## config.mk

```make
export PLATFORM = sky130hd
export DESIGN_NAME = count_display
export DESIGN_NICKNAME = d
export VERILOG_FILES = /design/src/rtl/disp_pkg.sv /design/src/rtl/bin2bcd_seq.sv /design/src/rtl/count_display.sv
export SDC_FILE = /design/constraint.sdc
export NUM_CORES = 1
export LEC_CHECK = 0
export CAP_MARGIN = 0
export CORE_AREA = 10 10 105 107
export DETAILED_ROUTE_END_ITERATION = 6
export DIE_AREA = 0 0 115 117
export DONT_BUFFER_PORTS = 1
export SLEW_MARGIN = 0
export SYNTH_ARGS = -nofsm -noshare
export SYNTH_HDL_FRONTEND = slang
export SYNTH_SLANG_ARGS = --single-unit
```

## constraint.sdc

```tcl
create_clock -name clk -period 2.05 [get_ports clk]
set_input_delay 0.615 -clock clk [delete_from_list [all_inputs] [get_ports clk]]
set_output_delay 0.615 -clock clk [all_outputs]
set_load 0.01 [all_outputs]
```

## src/rtl/disp_pkg.sv

```systemverilog
`default_nettype none
// ============================================================================
//  Module      : disp_pkg
//  Description : Shared widths, segment codes and converter state encoding
//                for the count display block.
//  Revision    : 1.0 - initial release
// ============================================================================
package disp_pkg;

  localparam int DIGITS  = 3;
  localparam int COUNT_W = 7;
  localparam int BCD_W   = 12;
  localparam int SHIFT_W = BCD_W + COUNT_W;

  // Active-high segment codes, bit order gfedcba
  localparam logic [6:0] SEG_0   = 7'h3F;
  localparam logic [6:0] SEG_1   = 7'h06;
  localparam logic [6:0] SEG_2   = 7'h5B;
  localparam logic [6:0] SEG_3   = 7'h4F;
  localparam logic [6:0] SEG_4   = 7'h66;
  localparam logic [6:0] SEG_5   = 7'h6D;
  localparam logic [6:0] SEG_6   = 7'h7D;
  localparam logic [6:0] SEG_7   = 7'h07;
  localparam logic [6:0] SEG_8   = 7'h7F;
  localparam logic [6:0] SEG_9   = 7'h6F;
  localparam logic [6:0] SEG_OFF = 7'h00;

  typedef enum logic [0:0] {
    IDLE = 1'b0,
    CONV = 1'b1
  } conv_state_t;

  // Non-decimal nibbles cannot come out of the converter; blank them anyway
  function automatic logic [6:0] seg_decode(input logic [3:0] nib);
    logic [6:0] code;
    case (nib)
      4'd0:    code = SEG_0;
      4'd1:    code = SEG_1;
      4'd2:    code = SEG_2;
      4'd3:    code = SEG_3;
      4'd4:    code = SEG_4;
      4'd5:    code = SEG_5;
      4'd6:    code = SEG_6;
      4'd7:    code = SEG_7;
      4'd8:    code = SEG_8;
      4'd9:    code = SEG_9;
      default: code = SEG_OFF;
    endcase
    return code;
  endfunction

endpackage
`default_nettype wire

```

## src/rtl/bin2bcd_seq.sv

```systemverilog
`default_nettype none
// ============================================================================
//  Module      : bin2bcd_seq
//  Description : Sequential double-dabble converter, one bit per clock.
//                Starts a conversion whenever the input differs from the
//                last value converted; bcd updates only on completion.
//  Revision    : 1.0 - initial release
// ============================================================================
module bin2bcd_seq
  import disp_pkg::*;
(
  input  logic               clk,
  input  logic               rst,
  input  logic [COUNT_W-1:0] bin,
  output logic [BCD_W-1:0]   bcd,
  output logic               busy
);

  localparam logic [2:0] c_LAST_ITER = 3'(COUNT_W - 1);

  conv_state_t        r_state,  w_state_nxt;
  logic [SHIFT_W-1:0] r_shift,  w_shift_nxt;
  logic [SHIFT_W-1:0] w_adj;
  logic [SHIFT_W-1:0] w_shifted;
  logic [COUNT_W-1:0] r_last,   w_last_nxt;
  logic [2:0]         r_iter,   w_iter_nxt;
  logic [BCD_W-1:0]   r_bcd,    w_bcd_nxt;
  logic               w_busy;

  // Add-3 correction on every BCD nibble that is 5 or more, then shift
  always_comb begin
    w_adj = r_shift;
    for (int i = 0; i < DIGITS; i++) begin
      if (r_shift[COUNT_W + 4*i +: 4] >= 4'd5) begin
        w_adj[COUNT_W + 4*i +: 4] = r_shift[COUNT_W + 4*i +: 4] + 4'd3;
      end
    end
    w_shifted = {w_adj[SHIFT_W-2:0], 1'b0};
  end

  // Next-state and busy; busy rises as soon as a start is pending in IDLE
  always_comb begin
    w_state_nxt = r_state;
    w_shift_nxt = r_shift;
    w_last_nxt  = r_last;
    w_iter_nxt  = r_iter;
    w_bcd_nxt   = r_bcd;
    w_busy      = 1'b0;
    case (r_state)
      IDLE: begin
        if (bin != r_last) begin
          w_shift_nxt = {{BCD_W{1'b0}}, bin};
          w_last_nxt  = bin;
          w_iter_nxt  = 3'd0;
          w_state_nxt = CONV;
          w_busy      = 1'b1;
        end
      end
      CONV: begin
        w_busy      = 1'b1;
        w_shift_nxt = w_shifted;
        w_iter_nxt  = r_iter + 3'd1;
        if (r_iter == c_LAST_ITER) begin
          w_bcd_nxt   = w_shifted[SHIFT_W-1:COUNT_W];
          w_state_nxt = IDLE;
        end
      end
      default: w_state_nxt = IDLE;
    endcase
  end

  // Converter state register; reset aborts any conversion in flight
  always_ff @(posedge clk or negedge rst) begin
    if (!rst) begin
      r_state <= IDLE;
      r_shift <= '0;
      r_last  <= '0;
      r_iter  <= 3'd0;
      r_bcd   <= '0;
    end else begin
      r_state <= w_state_nxt;
      r_shift <= w_shift_nxt;
      r_last  <= w_last_nxt;
      r_iter  <= w_iter_nxt;
      r_bcd   <= w_bcd_nxt;
    end
  end

  assign bcd  = r_bcd;
  assign busy = w_busy;

endmodule
`default_nettype wire

```

## src/rtl/count_display.sv

```systemverilog
`default_nettype none
// ============================================================================
//  Module      : count_display
//  Description : Samples the 7-bit count bus, converts it to BCD and scans
//                it onto a 3-digit multiplexed seven-segment display.
//  Revision    : 1.0 - initial release
// ============================================================================
module count_display
  import disp_pkg::*;
#(
  parameter int SCAN_DIV       = 50000,
  parameter bit SEG_ACTIVE_LOW = 1'b1,
  parameter bit BLANK_LEADING  = 1'b1
) (
  input  logic               clk,
  input  logic               rst,
  input  logic [COUNT_W-1:0] count,
  output logic [6:0]         seg,
  output logic [DIGITS-1:0]  an,
  output logic [BCD_W-1:0]   bcd,
  output logic               busy
);

  localparam int               c_PRE_W   = (SCAN_DIV > 2) ? $clog2(SCAN_DIV) : 1;
  localparam logic [c_PRE_W-1:0] c_PRE_MAX = c_PRE_W'(SCAN_DIV - 1);
  localparam logic [6:0]        c_SEG_OFF = SEG_ACTIVE_LOW ? 7'h7F : 7'h00;
  localparam logic [DIGITS-1:0] c_AN_OFF  = SEG_ACTIVE_LOW ? 3'b111 : 3'b000;

  logic [COUNT_W-1:0] r_count_q;
  logic [c_PRE_W-1:0] r_pre;
  logic [1:0]         r_digit;
  logic [6:0]         r_seg;
  logic [DIGITS-1:0]  r_an;

  logic [3:0]         w_nib;
  logic               w_blank;
  logic [6:0]         w_seg;
  logic [DIGITS-1:0]  w_an;

  // Single sampled copy of the count bus
  always_ff @(posedge clk or negedge rst) begin
    if (!rst) r_count_q <= '0;
    else      r_count_q <= count;
  end

  bin2bcd_seq u_conv (
    .clk  (clk),
    .rst  (rst),
    .bin  (r_count_q),
    .bcd  (bcd),
    .busy (busy)
  );

  // Prescaler and digit index: each digit stays selected SCAN_DIV cycles
  always_ff @(posedge clk or negedge rst) begin
    if (!rst) begin
      r_pre   <= '0;
      r_digit <= 2'd0;
    end else if (r_pre == c_PRE_MAX) begin
      r_pre   <= '0;
      r_digit <= (r_digit == 2'd2) ? 2'd0 : r_digit + 2'd1;
    end else begin
      r_pre   <= r_pre + c_PRE_W'(1);
    end
  end

  // Digit select, leading-zero blanking, decode and polarity
  always_comb begin
    w_nib   = bcd[3:0];
    w_blank = 1'b0;
    case (r_digit)
      2'd0: w_nib = bcd[3:0];
      2'd1: begin
        w_nib   = bcd[7:4];
        w_blank = BLANK_LEADING && (bcd[11:8] == 4'd0) && (bcd[7:4] == 4'd0);
      end
      default: begin
        w_nib   = bcd[11:8];
        w_blank = BLANK_LEADING && (bcd[11:8] == 4'd0);
      end
    endcase
    w_seg = w_blank ? SEG_OFF : seg_decode(w_nib);
    w_an  = 3'b001 << r_digit;
    if (SEG_ACTIVE_LOW) begin
      w_seg = ~w_seg;
      w_an  = ~w_an;
    end
  end

  // Enable and segments registered together so they always match
  always_ff @(posedge clk or negedge rst) begin
    if (!rst) begin
      r_seg <= c_SEG_OFF;
      r_an  <= c_AN_OFF;
    end else begin
      r_seg <= w_seg;
      r_an  <= w_an;
    end
  end

  assign seg = r_seg;
  assign an  = r_an;

endmodule
`default_nettype wire

```

==> flow_summary.ini <==
[detailed_routing]
dr.first_iter.drc_count = 112
vias_per_cell = 5.162
drtPass1Iterations = 4
ant_nets = 0
route.detailed.drc = 0
post_drt_wl_per_cell_um = 15.14
detailroute.via_count = 2225
routed_wl_um = 6527

[cells_and_area]
final_non_filler_cells = 431
area_of_the_multi_input_gates_um2 = 1510
synthToLayoutAreaGrowth_pct = 12.39
fillCellCount = 847
mostFrequentLayoutCells = sky130_fd_sc_hd__dfrtp_1, sky130_fd_sc_hd__nand2_1, sky130_fd_sc_hd__o21ai_0
final_cell_area_um2 = 3971
finish.net_count = 337
proportion_of_layout_cells_with_a_drive_suffix_above_1_pct = 15.99
most_frequent_standard_cell_in_the_layout_excluding_fill_and_tap_cells = sky130_fd_sc_hd__dfrtp_1
sequential_cell_area_um2 = 1939

[logic_synthesis]
synth_edf_count = 0
synth_top_area_share_pct = 47.45
synth_cell_types = 43
synth_ff_type = sky130_fd_sc_hd__dfrtp_1
synth_sequential_area_ratio_pct = 54.89
asyncSetResetFlopFracSynth_pct = 100.0
syn_area_um2 = 3533
yosys.area.top_type = sky130_fd_sc_hd__dfrtp_1
ys_ff_latch = 77
mean_instance_size_in_the_synthesized_netlist_um2 = 11.47
synth.area.top_cells = sky130_fd_sc_hd__dfrtp_1, sky130_fd_sc_hd__dfstp_2, sky130_fd_sc_hd__ha_1
synthesis.instances = 308
ys_warn_count = 0
mappedNetlistNets = 331

[place]
port_buffer_count = 0
place.detailed.instances = 414
post_dp_cell_area_um2 = 3682
dp_hpwl_um = 4600
routabilityCongestion = 0.7728

[setup_path]
setup.worst_path.class = reg -> out
end_kind = output pin
timing.critical_path.required_ns = 1.43
ff2ff_setup_slack_ns = 0.26
path_max_fanout = 3
setup.worst_path.start_class = flip-flop
cp.arrival_ns = 1.45

[sta]
timing_worst_slew_pin_value_ns = 0.6723
fin_worst_skew_ns = 0.009253
finalSetupViolCount = 1
period_minus_slack_ns = 2.066
max_freq_mhz = 484.0
grt_setup_unrepaired = yes
max_slew_margin_pct = 54.70
final.period_utilization_pct = 100.8
layout_setup_ws_ns = -0.01603
finalMaxSlewViolations = 0
count_of_final_hold_check_violations = 67
hold_ws_ns = -0.03716

[floorplanning]
boundaryPins = 32
initial_standard_cell_utilization_of_the_core_pct = 39.17
die_width_um = 115
fp.coreArea_um2 = 9021
rows = 35
fp.dieArea_um2 = 13460
die_y_um = 117

[clocking]
clk_latency_ns = 0.35
max-clock-path-buffers = 2
clock_edge_transition_at_the_registers_on_the_reported_setup_and_hold_paths_ns = 0.08
cts-root-buf = sky130_fd_sc_hd__clkbuf_8
cts_max_level = 3
post_cts_setup_buffers = 0
clock_sink_count = 77
cts_buffers = 9
cts_tree = yes

[global_route]
grtUsageTotal_pct = 10.53
met1_usage_pct = 12.61
first_pass_grt_wire_length_um = 11450
first_global_vias = 2285
grt.met2_usage_pct = 16.74
grt-busiest-layer = met2
grt_remaining_overflow = 0
grt_max_degree = 78
met3_track_demand_over_resource_in_global_routing_pct = 4.027
grt_antenna_before_repair = 1

[pwr]
power.density_nw_per_um2 = 1387
max-vdd-ir-drop_mv = 0.6230
p_leak_nw = 1.711

[status]
status = complete, but fails checks
violated_checks = hold timing, setup timing

[flow_run]
maxCapViolations = 0

[min_path]
hp-class = in -> async
cell type report:
cell class                 count  share of cell area, %
clock inverter                 6                  4.001
multi-input combinational    207                  38.03
sequential                    77                  48.83
timing repair buffer           6                  1.134
antenna                        1                0.06301
tap                          111                  3.497
inverter                      13                  1.229
clock buffer                  10                  3.214
what timing repair did:
| action | CTS | global route |
|---|---|---|
| resized for setup | 1 | 1 |
| setup endpoints to repair | 1 | 7 |
| hold endpoints to repair | 67 | 67 |
through the flow:
step	TNS (ns)	worst slack, ns	utilization (%)	power, mW
floorplan	0	0.04738	-	3.542
detailed placement	0	0.1791	40.82	3.957
CTS	-0.07497	-0.07497	43.99	5.579
finish	-0.01603	-0.01603	44.02	5.509
global placement	0	0.2871	40.82	3.893
global route	-0.2046	-0.2046	44.02	5.903
logic make-up after synthesis:
| group | count (synthesis) | share of synthesized area, % |
|---|---|---|
| AND/OR/NAND/NOR | 86 | 13.21 |
| flip-flops | 77 | 54.89 |
| AO/OA/AOI/OAI | 63 | 12.25 |
| XOR/XNOR | 24 | 5.949 |
| buffers and inverters | 24 | 2.620 |
| multiplexers | 20 | 6.126 |
| adder cells (fa/ha/maj) | 14 | 4.958 |
worst paths after layout:
kind,start,endpoint,cells after the start
setup reg to reg,r_digit[0],seg[5],6
setup / recovery,r_count_q[5],busy,4
hold reg to reg,r_pre[0],r_pre[0],1
min in group clk,count[5],r_count_q[5],0
hold / removal,rst,r_pre[14],0
max in group asynchronous,rst,seg[0],0
flip-flops by register name, indices dropped and copies added (netlist names):
register / cells
r_count_q: 7
u_conv.r_shift: 19
r_digit: 2
seg: 7
u_conv.r_last: 7
u_conv.r_state: 1
u_conv.r_iter: 3
r_pre: 16
an: 3
u_conv.bcd: 12
layer usage:
metal	up-vias	wire [um]	part of all wire (%)
met5	-	0	0
met3	8	420	6.4
met1	1080	2943	45
li1	1107	-	-
met2	30	3065	47
met4	0	97	1.5
synthesized netlist by cell type, types with 6 or more instances:
cell and number:
sky130_fd_sc_hd__nand3_1 6, sky130_fd_sc_hd__clkbuf_1 9, sky130_fd_sc_hd__a221o_1 6, sky130_fd_sc_hd__xnor2_1 15
sky130_fd_sc_hd__xor2_1 9, sky130_fd_sc_hd__o21ai_0 18, sky130_fd_sc_hd__o2bb2ai_1 9, sky130_fd_sc_hd__dfstp_2 10
sky130_fd_sc_hd__a21oi_1 10, sky130_fd_sc_hd__nand2_1 21, sky130_fd_sc_hd__dfrtp_1 67, sky130_fd_sc_hd__mux2_2 13
sky130_fd_sc_hd__nor2_1 16, sky130_fd_sc_hd__ha_1 14, sky130_fd_sc_hd__and2_1 6, sky130_fd_sc_hd__inv_1 13
sky130_fd_sc_hd__mux2i_1 7
worst max-delay path: stages, from the launching register on:
cell and delay (ns):
sky130_fd_sc_hd__dfrtp_1 0.41, sky130_fd_sc_hd__xnor2_1 0.18, sky130_fd_sc_hd__nand4_1 0.18, sky130_fd_sc_hd__nor4_4 0.25, sky130_fd_sc_hd__inv_2 0.09
power by group:
part           internal, mW  switching (mW)  leakage (nW)  total [mW]
logic                 0.721           0.728         0.619        1.45
registers              2.00           0.454         0.951        2.46
clock network          1.06           0.545         0.141        1.60
Note: power is estimated with default switching activity, not from simulation.
